## src/rtl/digit_scan_pkg.sv

```systemverilog
// Shared definitions for the four-digit multiplexed display scanner.
//   state_t        : scanner FSM state encoding
//   DIV_DEFAULT    : default clock cycles per digit dwell
//   BLANK_DEFAULT  : default leading blank cycles per dwell
//   NUM_DIGITS     : number of scanned digits
//   NIB_W          : width of one digit code
//   digit_of()     : extracts digit idx from a packed four-digit word
package digit_scan_pkg;

  typedef enum logic [1:0] {
    ST_IDLE     = 2'd0,
    ST_BLANKING = 2'd1,
    ST_SHOW     = 2'd2
  } state_t;

  localparam int DIV_DEFAULT   = 50000;
  localparam int BLANK_DEFAULT = 1000;
  localparam int NUM_DIGITS    = 4;
  localparam int NIB_W         = 4;
  localparam int SEL_W         = 2;
  localparam int DATA_W        = NUM_DIGITS * NIB_W;

  function automatic logic [NIB_W-1:0] digit_of(input logic [DATA_W-1:0] word,
                                                input logic [SEL_W-1:0]  idx);
    return word[{idx, 2'b00} +: NIB_W];
  endfunction

endpackage

```

## src/rtl/digit_scan_ctrl_tick_div.sv

```systemverilog
// Dwell prescaler: counts 0..DIV-1 while enabled, clears to 0 when disabled.
//   clk, rst_n : system clock, async active-low reset
//   i_en       : count enable; low forces the count back to 0
//   o_count    : current prescaler value
//   o_tc       : high during the last cycle of a dwell (count = DIV-1, enabled)
module tick_div
  import digit_scan_pkg::*;
#(
  parameter int DIV = DIV_DEFAULT,
  parameter int CW  = (DIV > 1) ? $clog2(DIV) : 1
) (
  input  logic          clk,
  input  logic          rst_n,
  input  logic          i_en,
  output logic [CW-1:0] o_count,
  output logic          o_tc
);

  logic [CW-1:0] r_count;
  logic          w_tc;

  assign w_tc = i_en && (r_count == CW'(DIV - 1));

  always_ff @(posedge clk or negedge rst_n) begin
    if (!rst_n) begin
      r_count <= '0;
    end else if (!i_en || w_tc) begin
      r_count <= '0;
    end else begin
      r_count <= r_count + 1'b1;
    end
  end

  assign o_count = r_count;
  assign o_tc    = w_tc;

endmodule

```

## src/rtl/digit_scan_ctrl.sv

```systemverilog
// Four-digit display scan controller with tear-free double-buffered data.
//   clk, rst_n : system clock, async active-low reset
//   en         : scan enable (level)
//   load       : one-cycle strobe capturing data into the shadow register
//   data       : four 4-bit digit codes, digit k = data[4k+3:4k]
//   sel        : active digit index
//   nib        : code of the active digit
//   blank      : segment drive suppressed
//   frame      : one-cycle pulse in the first cycle after the 3 -> 0 wrap
//
// state       | meaning
// ST_IDLE     | scan halted, blank high, prescaler at 0, sel/nib held
// ST_BLANKING | leading anti-ghost part of a dwell (prescaler < BLANK)
// ST_SHOW     | digit driven (prescaler >= BLANK)
module digit_scan_ctrl
  import digit_scan_pkg::*;
#(
  parameter int DIV   = DIV_DEFAULT,
  parameter int BLANK = BLANK_DEFAULT
) (
  input  logic              clk,
  input  logic              rst_n,
  input  logic              en,
  input  logic              load,
  input  logic [DATA_W-1:0] data,
  output logic [SEL_W-1:0]  sel,
  output logic [NIB_W-1:0]  nib,
  output logic              blank,
  output logic              frame
);

  localparam int CW = $clog2(DIV);

  state_t            r_state, w_state_nxt;
  logic [SEL_W-1:0]  r_sel, w_sel_nxt;
  logic [DATA_W-1:0] r_active, w_active_nxt;
  logic [DATA_W-1:0] r_shadow, w_shadow_nxt;
  logic              r_pending, w_pending_nxt;
  logic [NIB_W-1:0]  r_nib;
  logic              r_blank;
  logic              r_frame;
  logic              w_run;
  logic              w_tc;
  logic              w_wrap;
  logic [CW-1:0]     w_count;
  logic [CW-1:0]     w_count_nxt;

  // The prescaler stays at 0 for the IDLE -> scanning edge, so the first
  // scanning cycle is prescaler 0 and every resumed dwell is a full one.
  assign w_run = en && (r_state != ST_IDLE);

  tick_div #(.DIV(DIV), .CW(CW)) u_tick_div (
    .clk     (clk),
    .rst_n   (rst_n),
    .i_en    (w_run),
    .o_count (w_count),
    .o_tc    (w_tc)
  );

  assign w_count_nxt = w_tc ? '0 : w_count + 1'b1;
  assign w_wrap      = w_tc && (r_sel == SEL_W'(NUM_DIGITS - 1));

  always_comb begin
    w_state_nxt   = r_state;
    w_sel_nxt     = r_sel;
    w_active_nxt  = r_active;
    w_shadow_nxt  = r_shadow;
    w_pending_nxt = r_pending;

    if (!en) begin
      w_state_nxt = ST_IDLE;
    end else if (r_state == ST_IDLE) begin
      w_state_nxt = (BLANK == 0) ? ST_SHOW : ST_BLANKING;
    end else begin
      w_state_nxt = (int'(w_count_nxt) < BLANK) ? ST_BLANKING : ST_SHOW;
    end

    if (w_tc) begin
      w_sel_nxt = r_sel + 1'b1;
    end

    if (load) begin
      w_shadow_nxt  = data;
      w_pending_nxt = 1'b1;
    end

    // Active only changes on the frame boundary; a load on that very edge
    // bypasses the shadow so it is not delayed by a whole frame.
    if (w_wrap) begin
      if (load) begin
        w_active_nxt  = data;
        w_pending_nxt = 1'b0;
      end else if (r_pending) begin
        w_active_nxt  = r_shadow;
        w_pending_nxt = 1'b0;
      end
    end
  end

  always_ff @(posedge clk or negedge rst_n) begin
    if (!rst_n) begin
      r_state   <= ST_IDLE;
      r_sel     <= '0;
      r_active  <= '0;
      r_shadow  <= '0;
      r_pending <= 1'b0;
      r_nib     <= '0;
      r_blank   <= 1'b1;
      r_frame   <= 1'b0;
    end else begin
      r_state   <= w_state_nxt;
      r_sel     <= w_sel_nxt;
      r_active  <= w_active_nxt;
      r_shadow  <= w_shadow_nxt;
      r_pending <= w_pending_nxt;
      r_nib     <= digit_of(w_active_nxt, w_sel_nxt);
      r_blank   <= (w_state_nxt != ST_SHOW);
      r_frame   <= w_wrap;
    end
  end

  assign sel   = r_sel;
  assign nib   = r_nib;
  assign blank = r_blank;
  assign frame = r_frame;

endmodule

```

## config.mk

```make
export PLATFORM = sky130hd
export DESIGN_NAME = digit_scan_ctrl
export DESIGN_NICKNAME = d
export VERILOG_FILES = /design/src/rtl/digit_scan_pkg.sv /design/src/rtl/digit_scan_ctrl_tick_div.sv /design/src/rtl/digit_scan_ctrl.sv
export SDC_FILE = /design/constraint.sdc
export NUM_CORES = 1
export LEC_CHECK = 0
export BUFFER_PORTS_ARGS = -buffer_cell sky130_fd_sc_hd__buf_2
export CORE_MARGIN = 3
export CORE_UTILIZATION = 48
export DETAILED_ROUTE_END_ITERATION = 8
export PLACE_DENSITY = 0.67
export SLEW_MARGIN = 20
export SYNTH_ARGS = -nofsm -noshare
export SYNTH_HDL_FRONTEND = slang
export SYNTH_SLANG_ARGS = --single-unit
```

## constraint.sdc

```tcl
create_clock -name clk -period 5.41 [get_ports clk]
set_input_delay 1.082 -clock clk [delete_from_list [all_inputs] [get_ports clk]]
set_output_delay 1.082 -clock clk [all_outputs]
set_load 0.02 [all_outputs]
```

==> results.py, run 1 <==
metrics = {
    "status": {
        "status": "complete, no violations",
    },
    "route": {
        "antenna_left": 0,
        "vias": 1708,
        "dr.pass1.iters": 4,
        "wl_per_cell_um": 13.89,
        "wirelength_mm": 4.610,
        "drt_iter0_drc": 35,
        "vias_per_cell": 5.145,
        "drc_errors": 0,
    },
    "power_and_ir_drop": {
        "power.density_nw_per_um2": 316.3,
        "p_clk_share_pct": 50.0,
        "peakVddDrop_uv": 178.5,
        "p_sw_uw": 201.9,
        "p_leak_nw": 1.526,
        "pwr-share-comb_pct": 4.0,
        "seqPwrFrac_pct": 46.1,
        "p_sw_share_pct": 20.34,
        "internal_power_uw": 790.7,
        "power_uw": 992.6,
    },
    "worst_setup_path": {
        "crit_arrival_ps": 3500,
        "cp_common_cell": "mux2_2",
        "cp_slowest_stage_delay_ps": 840,
        "worstPathCellList": "ha_1 -> nand4_2 -> nor4_4 -> or4b_1 -> mux2_4 -> mux2_2 -> mux2_2",
        "end_kind": "register",
        "crit_family": "simple AND/OR/NAND/NOR gates",
        "r2r-end": "nib[2]",
        "rrSetupSlack_ps": 2130,
        "worstSetupPathType": "reg2reg",
        "crit_fanout": 16,
        "r2r-start": "u_tick_div.o_count[0]",
        "reg2reg_depth": 7,
        "worst_ep_required_time_ps": 5620,
        "critPathSlowestCell": "or4b_1",
        "start_kind": "register",
        "timing.critical_path.buf_inv": 0,
    },
    "layout": {
        "antenna_cells": 0,
        "final_cell_mix": "dfrtp_1, buf_2, nor2_1",
        "drive_gt1_share_pct": 28.63,
        "syn2layout_area_growth_pct": 16.16,
        "fillers": 435,
        "final_common_cell": "dfrtp_1",
        "finalNetCount": 279,
        "stdcell_area_um2": 3138,
    },
    "timing": {
        "tightestPinTransition_ps": 764.5,
        "finalMaxSlewViolations": 0,
        "fin_worst_skew_ps": 11.29,
        "fin_setup_tns_ps": 0,
        "min_period_ps": 3284,
        "setup_violations": 0,
        "hold_viol_final": 0,
        "rsz0062_at_grt": "no",
        "slew_headroom_pct": 48.67,
        "whs_ps": 483.3,
        "finalCritPeriodShare_pct": 60.71,
        "max_freq_mhz": 304.5,
    },
    "synth": {
        "ys_top_cells_by_area": "dfrtp_1, mux2_2, mux2_1",
        "ys_ff_latch": 59,
        "synth_cell_types": 40,
        "ys_seq_area_share_pct": 54.70,
        "synth_area_leader_cell": "dfrtp_1",
        "syn_area_per_cell_um2": 11.85,
        "netlist_area_um2": 2701,
        "postSynthCellCount": 228,
        "netlist.area_leader.share_pct": 53.73,
        "synth_warnings": 0,
        "mappedNetlistNets": 250,
    },
    "place": {
        "io_buffers": 27,
        "place_area_um2": 2889,
        "place_hpwl_mm": 3.138,
        "gp_congestion": 0.8058,
    },
    "grt": {
        "grtUsageTotal_pct": 16.21,
        "grt_pass1_wl_mm": 7.990,
        "overflow": 0,
        "grt_max_degree": 60,
        "grt_pass1_vias": 1724,
        "antenna_found_initial": 0,
    },
    "floorplan": {
        "die_w_um": 81.02,
        "placementRows": 26,
        "start_util_pct": 51.26,
        "io_pins": 28,
        "die-height_um": 81.02,
        "core_area_um2": 5270,
        "dieArea_um2": 6564,
    },
    "hold_path": {
        "hold_end": "r_active[2]",
        "hp-start": "r_active[2]",
        "hp-class": "reg2reg",
        "min_path_cells": 1,
    },
    "clock_tree": {
        "insertion_delay_ps": 340,
        "cts_sinks": 59,
        "post_cts_buffers": 0,
        "clockBufferDepth": 2,
        "cts-root-buf": "clkbuf_8",
        "path_clk_slew_ps": 70,
        "ctsResizeCount": 0,
        "postCtsHoldBufs": 0,
        "cts-buffers-inserted": 9,
        "cts_tree": "yes",
        "htreeDepth": 3,
    },
    "job": {
        "maxCapViolCount": 0,
    },
}
worst max path at each step:
| stage | start | endpoint | slack [ps] | depth (start not counted) |
|---|---|---|---|---|
| after floorplan | u_tick_div.o_count[0] | nib[2] | 2370 | 8 |
| after global placement | load | nib[2] | 1980 | 6 |
| after detailed placement | load | nib[2] | 1930 | 6 |
| after CTS | u_tick_div.o_count[0] | nib[2] | 2100 | 7 |
| after global routing | u_tick_div.o_count[0] | nib[2] | 1920 | 7 |
| final | u_tick_div.o_count[0] | nib[2] | 2130 | 7 |
final cells by class:
type	count	area, µm²	share of cell area, %
clock buffer	10	137.6	4.386
clock inverter	6	111.4	3.549
inverter	8	30.03	0.9569
multi-input combinational	150	1144	36.44
sequential	59	1478	47.09
tap	70	87.58	2.791
timing repair buffer	29	150.1	4.785
sequential cells by signal, indices dropped and copies added (netlist names), 2 cells and up:
name,count
nib,4
r_active,16
r_shadow,16
r_state,2
sel,2
u_tick_div.o_count,16
metal layers:
layer / global-route usage (%) / up-vias / part of all wire, %
li1: - / 848 / -
met1: 20.03 / 827 / 45
met2: 26.68 / 24 / 49
met3: 4.545 / 9 / 3.9
met4: 6.757 / 0 / 1.8
met5: 0 / - / 0
cell usage after synthesis:
master and count:
a21o_1 2, a21oi_1 1, a22oi_1 1, a31oi_1 1
and3_1 3, buf_1 1, buf_2 1, buf_6 1
clkbuf_1 8, dfrtp_1 58, dfstp_2 1, ha_1 2
inv_1 8, mux2_1 12, mux2_2 18, mux2_4 3
mux2i_1 11, nand2_1 12, nand3_1 5, nand4_1 6
nand4_2 1, nor2_1 25, nor2b_1 4, nor3_1 7
nor4_1 3, nor4_4 1, nor4b_1 1, o21ai_0 1
o21ai_1 1, o221ai_1 1, o311ai_0 1, o31a_1 1
o31ai_1 1, or2_2 5, or3_1 1, or3_4 1
or4_1 1, or4b_1 1, xnor2_1 11, xor2_1 5
through the flow:
step           cells  setup slack [ps]  util [%]
6_report         332              2126     59.54
3_5_place_dp     316              1928     54.82
4_1_cts          332              2100     59.54
5_1_grt          332              1917     59.54
3_3_place_gp     316              1982     54.82
2_1_floorplan    228              2373         -
power groups by stage:
stage	sequential, mW	combinational (mW)	clock (mW)
3_5_place_dp	0.466	0.0408	0
2_1_floorplan	0.465	0.0211	0
5_1_grt	0.458	0.0451	0.529
4_1_cts	0.457	0.0410	0.505
6_report	0.457	0.0394	0.496
3_3_place_gp	0.465	0.0403	0
kinds of logic after synthesis:
family          synth area share, %
fa+ha+maj                    0.9262
compound gates                2.872
buf+inv                       2.964
simple gates                  15.10
xor+xnor                      5.187
mux                           18.25
flops                         54.70
Note: power is estimated with default switching activity, not from simulation.
==> run 2, diff against run 1 <==
==> constraint.sdc (replaced) <==
create_clock -name clk -period 3.3 [get_ports clk]
set_input_delay 0.66 -clock clk [delete_from_list [all_inputs] [get_ports clk]]
set_output_delay 0.66 -clock clk [all_outputs]
set_load 0.02 [all_outputs]
==> results.py, run 2 (same netlist as run 1, synthesis figures left out) <==
metrics = {
    "layout": {
        "antenna_cells": 0,
        "stdcell_area_um2": 3075,
        "drive_gt1_share_pct": 28.68,
        "syn2layout_area_growth_pct": 13.85,
        "finalNetCount": 282,
        "final_common_cell": "dfrtp_1",
        "final_cells": 335,
        "final_cell_mix": "dfrtp_1, buf_2, nor2_1",
    },
    "route": {
        "wl_per_cell_um": 14.33,
        "vias_per_cell": 5.188,
        "drc_errors": 0,
        "wirelength_mm": 4.801,
        "antenna_left": 0,
        "dr.pass1.iters": 4,
        "drt_iter0_drc": 32,
        "vias": 1738,
    },
    "job": {
        "maxCapViolCount": 0,
    },
    "grt": {
        "antenna_found_initial": 0,
        "grt_pass1_vias": 1759,
        "grt_pass1_wl_mm": 8.238,
        "grtUsageTotal_pct": 16.94,
        "grt_max_degree": 52,
        "overflow": 0,
    },
    "worst_setup_path": {
        "worst_ep_required_time_ps": 3490,
        "start_kind": "register",
        "timing.critical_path.buf_inv": 1,
        "worstSetupPathType": "reg2reg",
        "critPathSlowestCell": "or4_1",
        "cp_slowest_stage_delay_ps": 610,
        "crit_fanout": 12,
        "worstPathCellList": "or4_1 -> nor4_4 -> or4b_1 -> buf_4 -> mux2_1 -> mux2i_1 -> mux2i_1",
        "end_kind": "register",
        "crit_family": "simple AND/OR/NAND/NOR gates",
        "crit_arrival_ps": 3080,
        "cp_common_cell": "mux2i_1",
    },
    "floorplan": {
        "die_w_um": 81.02,
        "die-height_um": 81.02,
        "placementRows": 26,
        "dieArea_um2": 6564,
        "io_pins": 28,
        "core_area_um2": 5270,
        "start_util_pct": 51.26,
    },
    "clock_tree": {
        "path_clk_slew_ps": 70,
        "cts-root-buf": "clkbuf_8",
        "insertion_delay_ps": 330,
        "post_cts_buffers": 0,
        "cts-buffers-inserted": 9,
        "htreeDepth": 3,
        "clockBufferDepth": 2,
        "cts_sinks": 59,
        "ctsResizeCount": 0,
        "postCtsHoldBufs": 0,
        "cts_tree": "yes",
    },
    "timing": {
        "hold_viol_final": 0,
        "setup_violations": 0,
        "slew_headroom_pct": 53.43,
        "max_freq_mhz": 346.3,
        "finalCritPeriodShare_pct": 87.50,
        "fin_worst_skew_ps": 9.716,
        "min_period_ps": 2887,
        "tightestPinTransition_ps": 693.6,
        "fin_setup_tns_ps": 0,
        "whs_ps": 338.2,
        "rsz0062_at_grt": "no",
        "finalMaxSlewViolations": 0,
    },
    "place": {
        "place_area_um2": 2914,
        "io_buffers": 27,
        "gp_congestion": 0.8477,
        "place_hpwl_mm": 3.346,
        "dpl.cell_count": 319,
    },
    "power_and_ir_drop": {
        "peakVddDrop_uv": 194.9,
        "p_leak_nw": 1.497,
        "power_mw": 1.363,
        "power.density_nw_per_um2": 443.2,
    },
    "hold_path": {
        "hp-class": "in2async",
    },
    "status": {
        "status": "complete, no violations",
    },
}
## run 2: cell count changes in the layout (fill, tap and decap cells not counted), moves of 2 or more
cell | before | now
clkbuf_1 | 0 | 2
buf_4 | 2 | 6
clkinv_2 | 1 | 3
bufinv_16 | 3 | 0
## run 2: area by class of cell
cell class	instances	area, µm²
inverters	8	30.03
multi-input cells	150	1144
fillers	470	2195
repair buffers	32	175.2
clock inverters	5	30.03
well taps	70	87.58
clock buffers	11	131.4
flip-flops and latches	59	1478
## run 2: final timing paths
kind | endpoint | startpoint | cells past startpoint | slack (ps)
worst min-delay path | r_shadow[15] | rst_n | 1 | 340
min in group clk | r_active[2] | r_active[2] | 1 | 480
worst max-delay path | nib[3] | u_tick_div.o_count[7] | 7 | 410
worst max register to register | nib[3] | u_tick_div.o_count[7] | 7 | 410
max in group asynchronous | u_tick_div.o_count[13] | rst_n | 2 | 2390
worst min register to register | r_active[2] | r_active[2] | 1 | 480
## run 2: where the power goes
group | leakage, nW | switching (mW) | internal (mW) | total (mW)
combinational | 0.642 | 0.0356 | 0.0303 | 0.0659
clock | 0.0791 | 0.279 | 0.268 | 0.547
sequential | 0.777 | 0.00584 | 0.744 | 0.750
## run 2: through the flow
stage	setup slack, ps	util [%]
2_1_floorplan	263.1	-
3_3_place_gp	462.8	55.25
3_5_place_dp	408.0	55.29
4_1_cts	375.2	58.36
5_1_grt	195.3	58.36
6_report	412.5	58.36
## run 2: per-layer routing
| metal | GRT usage [%] | share of wire (%) | routed length (µm) |
|---|---|---|---|
| met5 | 0 | 0 | 0 |
| met4 | 7.095 | 1.9 | 90 |
| met3 | 5.322 | 3.7 | 178 |
| met2 | 27.18 | 48 | 2308 |
| met1 | 21.18 | 46 | 2224 |
